[config.mk]
export PLATFORM = sky130hd
export DESIGN_NAME = feature_vec_loader_flat
export DESIGN_NICKNAME = d
export VERILOG_FILES = /design/src/rtl/feature_vec_loader_if.sv /design/src/rtl/feature_vec_loader.sv /design/src/flat_wrapper.sv
export SDC_FILE = /design/constraint.sdc
export NUM_CORES = 1
export LEC_CHECK = 0
export BUFFER_PORTS_ARGS = -buffer_cell sky130_fd_sc_hd__buf_2
export CAP_MARGIN = 30
export CORE_MARGIN = 3
export CORE_UTILIZATION = 30
export CTS_CLUSTER_SIZE = 8
export DETAILED_ROUTE_END_ITERATION = 10
export PLACE_DENSITY_LB_ADDON = 0.1
export REMOVE_ABC_BUFFERS = 1
export SLEW_MARGIN = 20
export SYNTH_ARGS = -nofsm -noshare
export SYNTH_HDL_FRONTEND = slang
export SYNTH_SLANG_ARGS = --single-unit
[constraint.sdc]
create_clock -name clk -period 10.6 [get_ports clk]
set_clock_uncertainty 0.2 [all_clocks]
set_input_delay 0 -clock clk [delete_from_list [all_inputs] [get_ports clk]]
set_output_delay 0 -clock clk [all_outputs]
set_load 0.02 [all_outputs]
[src/rtl/feature_vec_loader_if.sv]
// Bundle of the byte-stream input, vector output and status signals of the feature vector loader.
// The loader binds to the slave view; the producer/consumer environment binds to the master view.
interface feature_vec_loader_if #(
  parameter int NUM_FEAT   = 5,
  parameter int FEAT_W     = 8,
  parameter int FIFO_DEPTH = 4,
  parameter int TAG_W      = 8
);
  logic [FEAT_W-1:0]                 s_data;
  logic                              s_valid;
  logic                              s_last;
  logic                              s_ready;
  logic [NUM_FEAT*FEAT_W-1:0]        m_feat;
  logic [TAG_W-1:0]                  m_tag;
  logic                              m_valid;
  logic                              m_ready;
  logic                              err_short;
  logic                              err_long;
  logic [$clog2(FIFO_DEPTH+1)-1:0]   fifo_count;

  modport slave (
    input  s_data, s_valid, s_last, m_ready,
    output s_ready, m_feat, m_tag, m_valid, err_short, err_long, fifo_count
  );

  modport master (
    output s_data, s_valid, s_last, m_ready,
    input  s_ready, m_feat, m_tag, m_valid, err_short, err_long, fifo_count
  );
endinterface

[src/rtl/feature_vec_loader.sv]
// Assembles a byte-serial feature stream into tagged NUM_FEAT-byte vectors and buffers them in a FWFT FIFO.
// Both sides use valid/ready: a transfer happens on a cycle where valid & ready are both high; nothing else moves data.
module feature_vec_loader #(
  parameter int NUM_FEAT   = 5,
  parameter int FEAT_W     = 8,
  parameter int FIFO_DEPTH = 4,
  parameter int TAG_W      = 8
) (
  input  logic                   clk,
  input  logic                   rst,
  feature_vec_loader_if.slave    bus,
  output logic                   dbg_state_o
);
  localparam int VW = NUM_FEAT * FEAT_W;
  localparam int IW = $clog2(NUM_FEAT);
  localparam int PW = $clog2(FIFO_DEPTH);
  localparam int CW = $clog2(FIFO_DEPTH + 1);
  localparam logic [IW-1:0] LAST_IDX = IW'(NUM_FEAT - 1);
  localparam logic [CW-1:0] FULL_CNT = CW'(FIFO_DEPTH);

  typedef enum logic {ASSEMBLE = 1'b0, DROP = 1'b1} state_t;

  state_t              state_q, state_d;
  logic [IW-1:0]       idx_q, idx_d;
  logic [TAG_W-1:0]    tag_q, tag_d;
  logic                started_q;
  logic                err_short_q, err_short_d;
  logic                err_long_q, err_long_d;
  logic [FEAT_W-1:0]   feat_q [NUM_FEAT];
  logic [VW-1:0]       mem_feat_q [FIFO_DEPTH];
  logic [TAG_W-1:0]    mem_tag_q [FIFO_DEPTH];
  logic [VW-1:0]       hold_feat_q;
  logic [TAG_W-1:0]    hold_tag_q;
  logic [PW-1:0]       wr_ptr_q, rd_ptr_q;
  logic [CW-1:0]       count_q, count_d;
  logic [VW-1:0]       push_vec;
  logic                s_ready_w, accept, push, pop;

  // Stall only when the final byte would need a FIFO slot that is not free; a same-cycle pop does not help.
  assign s_ready_w = started_q &
                     ((state_q == DROP) || !((idx_q == LAST_IDX) && (count_q == FULL_CNT)));
  assign accept    = bus.s_valid & s_ready_w;
  assign pop       = (count_q != '0) & bus.m_ready;

  always_comb begin
    push_vec = '0;
    for (int i = 0; i < NUM_FEAT - 1; i++) begin
      push_vec[i*FEAT_W +: FEAT_W] = feat_q[i];
    end
    push_vec[VW-1 -: FEAT_W] = bus.s_data;
  end

  always_comb begin
    state_d     = state_q;
    idx_d       = idx_q;
    tag_d       = tag_q;
    push        = 1'b0;
    err_short_d = 1'b0;
    err_long_d  = 1'b0;
    if (accept) begin
      case (state_q)
        ASSEMBLE: begin
          if (idx_q == LAST_IDX) begin
            idx_d = '0;
            if (bus.s_last) begin
              push  = 1'b1;
              tag_d = tag_q + TAG_W'(1);
            end else begin
              err_long_d = 1'b1;
              state_d    = DROP;
            end
          end else if (bus.s_last) begin
            err_short_d = 1'b1;
            idx_d       = '0;
          end else begin
            idx_d = idx_q + IW'(1);
          end
        end
        DROP: begin
          if (bus.s_last) begin
            state_d = ASSEMBLE;
            idx_d   = '0;
          end
        end
        default: state_d = ASSEMBLE;
      endcase
    end
  end

  assign count_d = count_q + CW'(push) - CW'(pop);

  always_ff @(posedge clk or posedge rst) begin
    if (rst) begin
      state_q     <= ASSEMBLE;
      idx_q       <= '0;
      tag_q       <= '0;
      started_q   <= 1'b0;
      err_short_q <= 1'b0;
      err_long_q  <= 1'b0;
      wr_ptr_q    <= '0;
      rd_ptr_q    <= '0;
      count_q     <= '0;
      hold_feat_q <= '0;
      hold_tag_q  <= '0;
      for (int i = 0; i < NUM_FEAT; i++) feat_q[i] <= '0;
      for (int i = 0; i < FIFO_DEPTH; i++) begin
        mem_feat_q[i] <= '0;
        mem_tag_q[i]  <= '0;
      end
    end else begin
      state_q     <= state_d;
      idx_q       <= idx_d;
      tag_q       <= tag_d;
      started_q   <= 1'b1;
      err_short_q <= err_short_d;
      err_long_q  <= err_long_d;
      count_q     <= count_d;
      if (accept && (state_q == ASSEMBLE) && (idx_q != LAST_IDX)) begin
        feat_q[idx_q] <= bus.s_data;
      end
      if (push) begin
        mem_feat_q[wr_ptr_q] <= push_vec;
        mem_tag_q[wr_ptr_q]  <= tag_q;
        wr_ptr_q             <= wr_ptr_q + PW'(1);
      end
      // Remember the popped head so the outputs stay put once the FIFO drains.
      if (pop) begin
        hold_feat_q <= mem_feat_q[rd_ptr_q];
        hold_tag_q  <= mem_tag_q[rd_ptr_q];
        rd_ptr_q    <= rd_ptr_q + PW'(1);
      end
    end
  end

  assign bus.s_ready    = s_ready_w;
  assign bus.m_valid    = (count_q != '0);
  assign bus.m_feat     = (count_q != '0) ? mem_feat_q[rd_ptr_q] : hold_feat_q;
  assign bus.m_tag      = (count_q != '0) ? mem_tag_q[rd_ptr_q] : hold_tag_q;
  assign bus.err_short  = err_short_q;
  assign bus.err_long   = err_long_q;
  assign bus.fifo_count = count_q;
  assign dbg_state_o    = state_q;
endmodule
[src/flat_wrapper.sv]
// flat-port wrapper written by rule: the top's interface ports become plain ports
module feature_vec_loader_flat 
#(
  parameter int NUM_FEAT   = 5,
  parameter int FEAT_W     = 8,
  parameter int FIFO_DEPTH = 4,
  parameter int TAG_W      = 8
)
  (clk, rst, dbg_state_o, bus_s_data, bus_s_valid, bus_s_last, bus_m_ready, bus_s_ready, bus_m_feat, bus_m_tag, bus_m_valid, bus_err_short, bus_err_long, bus_fifo_count);
  feature_vec_loader_if #(.NUM_FEAT(NUM_FEAT), .FEAT_W(FEAT_W), .FIFO_DEPTH(FIFO_DEPTH), .TAG_W(TAG_W)) bus_i ();
  input  logic clk;
  input  logic rst;
  output logic dbg_state_o;
  input wire logic [$bits(bus_i.s_data)-1:0] bus_s_data;
  input wire logic [$bits(bus_i.s_valid)-1:0] bus_s_valid;
  input wire logic [$bits(bus_i.s_last)-1:0] bus_s_last;
  input wire logic [$bits(bus_i.m_ready)-1:0] bus_m_ready;
  output wire logic [$bits(bus_i.s_ready)-1:0] bus_s_ready;
  output wire logic [$bits(bus_i.m_feat)-1:0] bus_m_feat;
  output wire logic [$bits(bus_i.m_tag)-1:0] bus_m_tag;
  output wire logic [$bits(bus_i.m_valid)-1:0] bus_m_valid;
  output wire logic [$bits(bus_i.err_short)-1:0] bus_err_short;
  output wire logic [$bits(bus_i.err_long)-1:0] bus_err_long;
  output wire logic [$bits(bus_i.fifo_count)-1:0] bus_fifo_count;
  assign bus_i.s_data = bus_s_data;
  assign bus_i.s_valid = bus_s_valid;
  assign bus_i.s_last = bus_s_last;
  assign bus_i.m_ready = bus_m_ready;
  assign bus_s_ready = bus_i.s_ready;
  assign bus_m_feat = bus_i.m_feat;
  assign bus_m_tag = bus_i.m_tag;
  assign bus_m_valid = bus_i.m_valid;
  assign bus_err_short = bus_i.err_short;
  assign bus_err_long = bus_i.err_long;
  assign bus_fifo_count = bus_i.fifo_count;
  feature_vec_loader #(.NUM_FEAT(NUM_FEAT), .FEAT_W(FEAT_W), .FIFO_DEPTH(FIFO_DEPTH), .TAG_W(TAG_W)) u_core (.clk(clk), .rst(rst), .bus(bus_i), .dbg_state_o(dbg_state_o));
endmodule
# After elaboration in Yosys (flattened, before gate mapping)
# Index checks and enable logic that the tools add are counted.
[totals]
wordCells = 89
output_inout_bits = 56
reg_bits = 302
in_bits = 13
[op_classes]
n_addsub = 6
order_cmp = 5
muxes = 33
n_bitwise = 7
eq_ne = 4
reduce_logical = 10
[ops]
columns = ["cell", "n"]
rows = [
  ["$bwmux W160", 1],
  ["$mux W40", 4],
  ["$bmux W40 S2", 1],
  ["$demux W40 S2", 1],
  ["$bwmux W40", 1],
  ["$mux W8", 5],
  ["$bwmux W32", 1],
  ["$demux W8 S3", 1],
  ["$bmux W8 S2", 1],
  ["$demux W8 S2", 1],
  ["$mux W1", 11],
  ["$mux W3", 3],
  ["$add A8 B1 Y8 const B", 1],
  ["$eq A3 B3 Y1 const B", 2],
  ["$ge A3 B3 Y1 const B", 2],
  ["$not A2 Y3", 2],
  ["$pmux W3 S2", 1],
  ["$logic_and A1 B1 Y1", 5],
  ["$add A2 B1 Y2 const B", 2],
  ["$ge A4 B4 Y1 const B", 1],
  ["$lt A4 B1 Y1 const B", 1],
  ["$not A3 Y4", 1],
  ["$reduce_and A4 Y1", 1],
  ["$add A3 B1 Y3", 1],
  ["12 further kinds", 14],
]

# Longest topological paths before layout
# Gate-level depths: netlist (run 1).
[depth]
word_depth = 9
depth_mapped = 12
mapped_depth_nobuf = 10

# Worst setup path after synthesis (run 1)
# No wires, ideal clock.
[synth_timing]
path_kind = "register to register"
start = "register u_core.count_q[1] (netlist: u_core.bus.fifo_count[1])"
end = "register u_core.count_q[2] (netlist: u_core.bus.fifo_count[2])"
arrival_time_ns = 2.497
required_ns = 10.269
path_buffers = 2
stages_incl_launch_ff = 13
setup_ns = 0.131
path_slack_ns = 7.772
path_cell_list = "dfrtp_1 -> or3_1 -> clkbuf_1 -> nand2_1 -> inv_2 -> clkbuf_1 -> ha_1 -> inv_1 -> ha_1 -> inv_1 -> fa_1 -> xnor2_1 -> xnor2_1"
[synth_via]
elab_cells_between_ends = 11
cone_classes = "add/sub (2); eq/ne (1); mux (1); bitwise (3); reduce/logical (4)"
[synth_rtl]
columns = ["item", "line_no", "rtl"]
rows = [
  ["start: declaration", "feature_vec_loader.sv:35", "logic [CW-1:0] count_q, count_d;"],
  ["start signal: assignment", "feature_vec_loader.sv:117", "count_q <= count_d;"],
  ["$reduce_bool A3 Y1", "feature_vec_loader.sv:43", "assign pop = (count_q != '0) & bus.m_ready;"],
  ["$and A1 B1 Y1", "feature_vec_loader.sv:43", ""],
  ["via u_core.pop", "feature_vec_loader.sv:37", "logic s_ready_w, accept, push, pop;"],
  ["$sub A3 B1 Y3", "feature_vec_loader.sv:90", "assign count_d = count_q + CW'(push) - CW'(pop);"],
  ["via u_core.count_d[2]", "feature_vec_loader.sv:35", ""],
]
# The timed path passes the listed nets, and every way through them passes these cells.
# A chain may end at the register's enable or synchronous reset.

# Final worst setup path (run 1)
[layout_timing]
start = "register u_core.rd_ptr_q[0]"
end = "output bus_m_feat[28]"
[layout_via]
elab_chain_cells = 5
[layout_lines]
columns = ["item", "line_no", "rtl"]
rows = [
  ["start: declaration", "feature_vec_loader.sv:34", "logic [PW-1:0] wr_ptr_q, rd_ptr_q;"],
  ["start signal: assignment", "feature_vec_loader.sv:130", "rd_ptr_q <= rd_ptr_q + PW'(1);"],
  ["$not A2 Y3 (not written as such)", "feature_vec_loader.sv:137", "assign bus.m_feat = (count_q != '0) ? mem_feat_q[rd_ptr_q] : hold_feat_q;"],
  ["$bmux W40 S2", "feature_vec_loader.sv:137", ""],
  ["$mux W40 (not written as such) (2 in a row)", "feature_vec_loader.sv:137", ""],
  ["$mux W40", "feature_vec_loader.sv:137", ""],
  ["end: declaration", "flat_wrapper.sv:19", "output wire logic [$bits(bus_i.m_feat)-1:0] bus_m_feat;"],
]
# No other way between the ends. The select of a mux whose other input is x is not followed.

==> results.json, run 1 <==
{
  "status": "complete, no violations",
  "cts_root_buf": "clkbuf_16",
  "wl_met3_um": 1030,
  "slew_headroom_pct": 41.9,
  "p_leak_uw": 0.00790,
  "setup_viol": 0,
  "synthCells": 895,
  "synth_fa_ha_area_share_pct": 0.998,
  "rows": 76,
  "p_sw_share_pct": 31.1,
  "io_buffers": 68,
  "synth_top_family_by_area": "multiplexers",
  "cp_top_family": "multiplexers",
  "die_w_um": 217,
  "instances_no_fill": 1575,
  "grt_max_degree": 97,
  "pwr-share-comb_pct": 23.8,
  "diodes": 0,
  "synth-simple-area-share_pct": 6.16,
  "dp.cells": 1515,
  "crit_path_top_delay_cell": "dfrtp_4",
  "final_util_pct": 35.7,
  "drt_iter0_markers": 313,
  "cts-buffers-inserted": 42,
  "synthXorXnorAreaFrac_pct": 0.791,
  "syn_area_per_cell_um2": 14.9,
  "synth_top_area_share_pct": 55.3,
  "fin_crit_ns": 3.26,
  "power_switching_uw": 1130,
  "dieArea_mm2": 0.0469,
  "grt-ovfl-total": 0,
  "clk_latency_ns": 0.54,
  "hold_path.class": "input port to flop",
  "p_clk_share_pct": 32.6,
  "fill_cells": 4199,
  "critPathCaptureType": "primary output",
  "worst-setup-path-type": "flop to primary output",
  "seq_area_frac_synth_pct": 55.3,
  "viasPerCell": 4.70,
  "p_per_area_mw_per_mm2": 235,
  "track_usage_pct": 14.3,
  "nets": 1011,
  "cts_tree": "built",
  "seq_power_share_pct": 43.6,
  "synth_area_leader_cell": "dfrtp_1",
  "place_area_mm2": 0.0143,
  "wire_per_inst_um": 20.8,
  "syn_area_mm2": 0.0133,
  "final_cell_area_mm2": 0.0155,
  "synth_compound_gate_area_share_pct": 0.499,
  "worstPathCellList": "buf_4 -> mux4_2 -> mux2_2 -> buf_2",
  "ir_drop_uv": 103,
  "cts_htree_levels": 2,
  "cts_num_sinks": 294,
  "place_hpwl_um": 18200,
  "fmax_mhz": 307,
  "first_pass_iters": 6,
  "cap_violations": 0,
  "post_synth_num_cell_types": 40,
  "boundaryPins": 69,
  "antenna_found_initial": 0,
  "ant_nets": 0,
  "start_util_pct": 30.6,
  "hold_buffers": 14,
  "post_cts_resize_count": 0,
  "setup_tns_ns": 0,
  "period_share_pct": 30.7,
  "hold_viol": 0,
  "clkTransAtPathRegs_ns": 0.05,
  "grt_pass1_vias": 8075,
  "top_layer_used": "met4",
  "area_delta_synth_final_pct": 16.7,
  "yosysWarnings": 0,
  "synth_area_leaders": "dfrtp_1 55%, mux2_2 16%, mux2_4 9.0%",
  "worstPathMaxFanout": 29,
  "path_buf_inv": 2,
  "slowest_delay_ns": 0.76,
  "core_mm2": 0.0435,
  "synthMuxAreaShare_pct": 33.6,
  "cts_buffer_depth": 3,
  "start_kind": "flop",
  "intPower_uw": 2510,
  "rsz0062_at_grt": "no",
  "tightest_slew_ns": 0.868,
  "drive_above_1_share_pct": 47.2,
  "wl_met1_um": 15900,
  "crit_required_ns": 10.40,
  "ys_ff_latch": 294,
  "die_h_um": 217,
  "dr_wl_met2_um": 15200,
  "grt_pass1_wl_um": 51500,
  "gp_congestion": 0.667,
  "cts_setup_buffers": 0,
  "via_count": 7402,
  "drv_slew": 0,
  "arrival_ns": 3.06,
  "drt-total-wl_um": 32700,
  "drc": 0
}
-- power by group through the flow --
stage	sequential [uW]	clock, uW	combinational [uW]
final	1590	1190	866
after global routing	1630	1280	953
after CTS	1590	1240	896
after detailed placement	1610	0	886
after global placement	1610	0	876
after floorplan	1570	0	604
-- cells by family after synthesis --
logic type,count (synthesis)
xor+xnor,12
flops,294
buf+inv,60
simple gates,185
mux,322
other cells,1
fa+ha+maj,10
compound gates,11
-- Yosys cell counts, drive strengths merged --
library cell  number
ha                 9
buf               41
nor4b              1
nand2            156
nor4               4
or3                1
fa                 1
nand4b             1
nor2               3
xnor2              9
inv               10
a2bb2oi            1
conb               1
and3               2
nor3b              2
xor2               3
mux4              48
nor2b              3
a21oi              3
o22ai              2
a22oi              1
o21ai              3
mux2i              1
clkbuf             9
nor3               3
dfrtp            294
nand4              3
nand3b             1
mux2             273
nand3              5
o21bai             1
-- state kept, by name, indices dropped and copies added, names as in the netlist, 3 cells and up --
name and count:
u_core.bus.fifo_count 3, u_core.feat_q 32, u_core.hold_feat_q 40, u_core.hold_tag_q 8
u_core.idx_q 3, u_core.mem_feat_q 160, u_core.mem_tag_q 32, u_core.tag_q 8
-- worst paths after layout --
kind / start / to / slack [ns] / cells past startpoint
max: u_core.rd_ptr_q[0] / bus_m_feat[28] / 7.34 / 4
min in group asynchronous: rst / u_core.hold_tag_q[3] / 0.40 / 4
max in group asynchronous: rst / u_core.hold_feat_q[11] / 7.98 / 6
min: bus_s_last / u_core.idx_q[0] / 0.09 / 3
min reg2reg: u_core.hold_feat_q[12] / u_core.hold_feat_q[12] / 0.26 / 2
max reg2reg: u_core.idx_q[0] / u_core.bus.fifo_count[2] / 7.76 / 9
-- cell usage in the layout (no fill, tap or decap), types with 5 or more instances in the layout --
cell	synthesis	layout
inv_1	9	8
dfrtp_1	294	292
mux2_4	80	80
mux4_2	48	48
buf_2	22	68
buf_4	0	13
dlygate4sd3_1	0	14
xnor2_1	9	9
mux2_2	193	193
nand2_2	5	6
clkbuf_16	0	43
ha_1	9	9
nand3_1	5	5
nand2_1	151	150
-- metrics by stage --
step / total power (uW) / setup WS [ns] / hold slack [ns]
floorplan: 2180 / 2.28 / -0.127
global placement: 2490 / 7.76 / 0.100
detailed placement: 2500 / 7.72 / -0.189
CTS: 3730 / 7.18 / 0.0578
global route: 3870 / 7.11 / 0.0900
finish: 3640 / 7.34 / 0.0938
-- area by class of cell --
type	count	area, um2	share of cell area [%]
Sequential cell	294	7360	47.4
Multi-Input combinational cell	541	5600	36.1
Clock buffer	45	1090	7.05
Tap cell	585	732	4.72
Timing Repair Buffer	99	681	4.39
Inverter	10	45.0	0.290
Clock inverter	1	8.76	0.0564
-- worst reg2reg max path: stages, from the launching register on --
cell and delay, ns:
dfrtp_1 0.41, inv_1 0.13, ha_1 0.27, nand2_2 0.16, nor3_2 0.59, ha_1 0.25, inv_1 0.05, fa_1 0.38
xnor2_1 0.15, xnor2_1 0.13
-- routing by layer --
metal | up-vias | GRT usage, %
met5 | - | 0
met2 | 99 | 22.8
met4 | 0 | 3.68
met3 | 45 | 2.93
li1 | 3341 | -
met1 | 3917 | 20.1
No activity file was read; power rests on OpenSTA's default activity.
==> inputs of run 2 (changes only) <==
- clock period: 10.6 -> 3.39 ns (I/O delays scaled with it)
==> run 2 against run 1 <==
Effect of this change:
- die area is the same
- design area grew 0.27%
- critical path depth is the same
- combinational power grew to 3.1 times the previous value
- via count shrank 1.2%
- critical endpoint is now bus_m_tag[1]
- highest routed layer unchanged
==> results.json, run 2 (synthesis results as in run 1) <==
{
  "status": "complete, no violations",
  "final_common_cell": "dfrtp_1",
  "cts_htree_levels": 2,
  "cts_buffer_depth": 3,
  "core_mm2": 0.0435,
  "place_hpwl_um": 18300,
  "die_w_um": 217,
  "fin_ws_ns": 0.573,
  "hold_viol": 0,
  "fmax_mhz": 355,
  "slew_headroom_pct": 42.4,
  "largest_register_ffs": 160,
  "wire_per_inst_um": 19.8,
  "drive_above_1_share_pct": 47.2,
  "start_kind": "flop",
  "ant_nets": 0,
  "cts_root_buf": "clkbuf_16",
  "grt-ovfl-total": 0,
  "io_buffers": 68,
  "setup_viol": 0,
  "drc": 0,
  "final_cell_mix": "292 x dfrtp_1, 193 x mux2_2, 150 x nand2_1",
  "fin_crit_ns": 2.82,
  "p_per_area_mw_per_mm2": 730,
  "boundaryPins": 69,
  "rsz0062_at_grt": "no",
  "cap_violations": 0,
  "instances_no_fill": 1581,
  "via_count": 7312,
  "grt_max_degree": 108,
  "cts-buffers-inserted": 42,
  "period_share_pct": 83.1,
  "area_delta_synth_final_pct": 17.1,
  "r2r_cells": 10,
  "dp.cells": 1519,
  "grt_pass1_vias": 8099,
  "nets": 1015,
  "ir_drop_uv": 420,
  "total_power_uw": 11400,
  "viasPerCell": 4.62,
  "dp_slack_ns": 0.856,
  "setup_tns_ns": 0,
  "die_h_um": 217,
  "start_util_pct": 30.6,
  "p_leak_uw": 0.00792,
  "antenna_found_initial": 0,
  "tightest_slew_ns": 0.864,
  "diodes": 0,
  "crit_required_ns": 3.19,
  "worstPathMaxFanout": 17,
  "drv_slew": 0,
  "hold_depth": 3,
  "fin_hold_ws_ns": 0.0934,
  "post_cts_resize_count": 0,
  "r2r_slack_ns": 0.86,
  "r2r-end": "u_core.bus.fifo_count[2]",
  "fill_cells": 4245,
  "largest_register": "u_core.mem_feat_q",
  "gp_congestion": 0.676,
  "drt_iter0_markers": 331,
  "drt-total-wl_um": 31200,
  "track_usage_pct": 13.8,
  "worst-setup-path-type": "flop to primary output",
  "min_to": "u_core.dbg_state_o",
  "cts_tree": "built",
  "clkTransAtPathRegs_ns": 0.05,
  "first_pass_iters": 6,
  "min_from": "bus_s_last",
  "dieArea_mm2": 0.0469,
  "reg2reg_from": "u_core.bus.fifo_count[1]",
  "rows": 76,
  "clk_latency_ns": 0.54,
  "arrival_ns": 2.62,
  "critPathCaptureType": "primary output",
  "grt_pass1_wl_um": 50200,
  "top_regs": "u_core.mem_feat_q x160, u_core.hold_feat_q x40",
  "cts_num_sinks": 294,
  "hold_path.class": "input port to flop"
}
run 2: worst max path at each step:
stage	end	slack, ns	from
after floorplan	u_core.bus.err_long	-4.93	rst
after global placement	u_core.bus.fifo_count[2]	0.86	u_core.bus.fifo_count[1]
after detailed placement	u_core.bus.fifo_count[2]	0.86	u_core.bus.fifo_count[1]
after CTS	bus_m_feat[21]	0.46	u_core.rd_ptr_q[0]
after global routing	bus_m_tag[1]	0.42	u_core.rd_ptr_q[0]
final	bus_m_tag[1]	0.57	u_core.rd_ptr_q[0]
run 2: layout make-up:
| class | instances | area [um2] | area share (%) |
|---|---|---|---|
| Timing Repair Buffer | 103 | 726 | 4.66 |
| Tap cell | 585 | 732 | 4.70 |
| Clock inverter | 1 | 8.76 | 0.0563 |
| Multi-Input combinational cell | 541 | 5600 | 36.0 |
| Sequential cell | 294 | 7360 | 47.3 |
| Inverter | 10 | 45.0 | 0.289 |
| Clock buffer | 47 | 1090 | 7.01 |
run 2: through the flow:
stage               util [%]  cell area (um2)
floorplan                  -            13000
global placement        33.0            14300
detailed placement      33.0            14300
CTS                     35.8            15600
global route            35.8            15600
finish                  35.8            15600
run 2: critical path: stages, from the launching register on:
cell	delay [ns]
dfrtp_4	0.68
buf_4	0.36
mux4_2	0.57
mux2_2	0.29
buf_2	0.16
run 2: timing repair:
item / in CTS / in global routing
hold buffers: 14 / 0
buffers inserted: 0 / 0
setup endpoints to repair: 0 / 0
hold endpoints to repair: 183 / 0
run 2: report_power, final:
group	switching (uW)	internal (uW)	leakage [uW]
clock	1460	2230	0.000539
combinational	1300	1400	0.00338
sequential	725	4250	0.00400
total	3480	7880	0.00792
run 2: metal layers:
| layer | vias to the layer above | GRT usage [%] | wire [um] |
|---|---|---|---|
| li1 | 3345 | - | - |
| met1 | 3811 | 19.0 | 14800 |
| met2 | 111 | 22.3 | 14700 |
| met3 | 45 | 2.83 | 1130 |
| met4 | 0 | 3.52 | 557 |
| met5 | - | 0 | 0 |
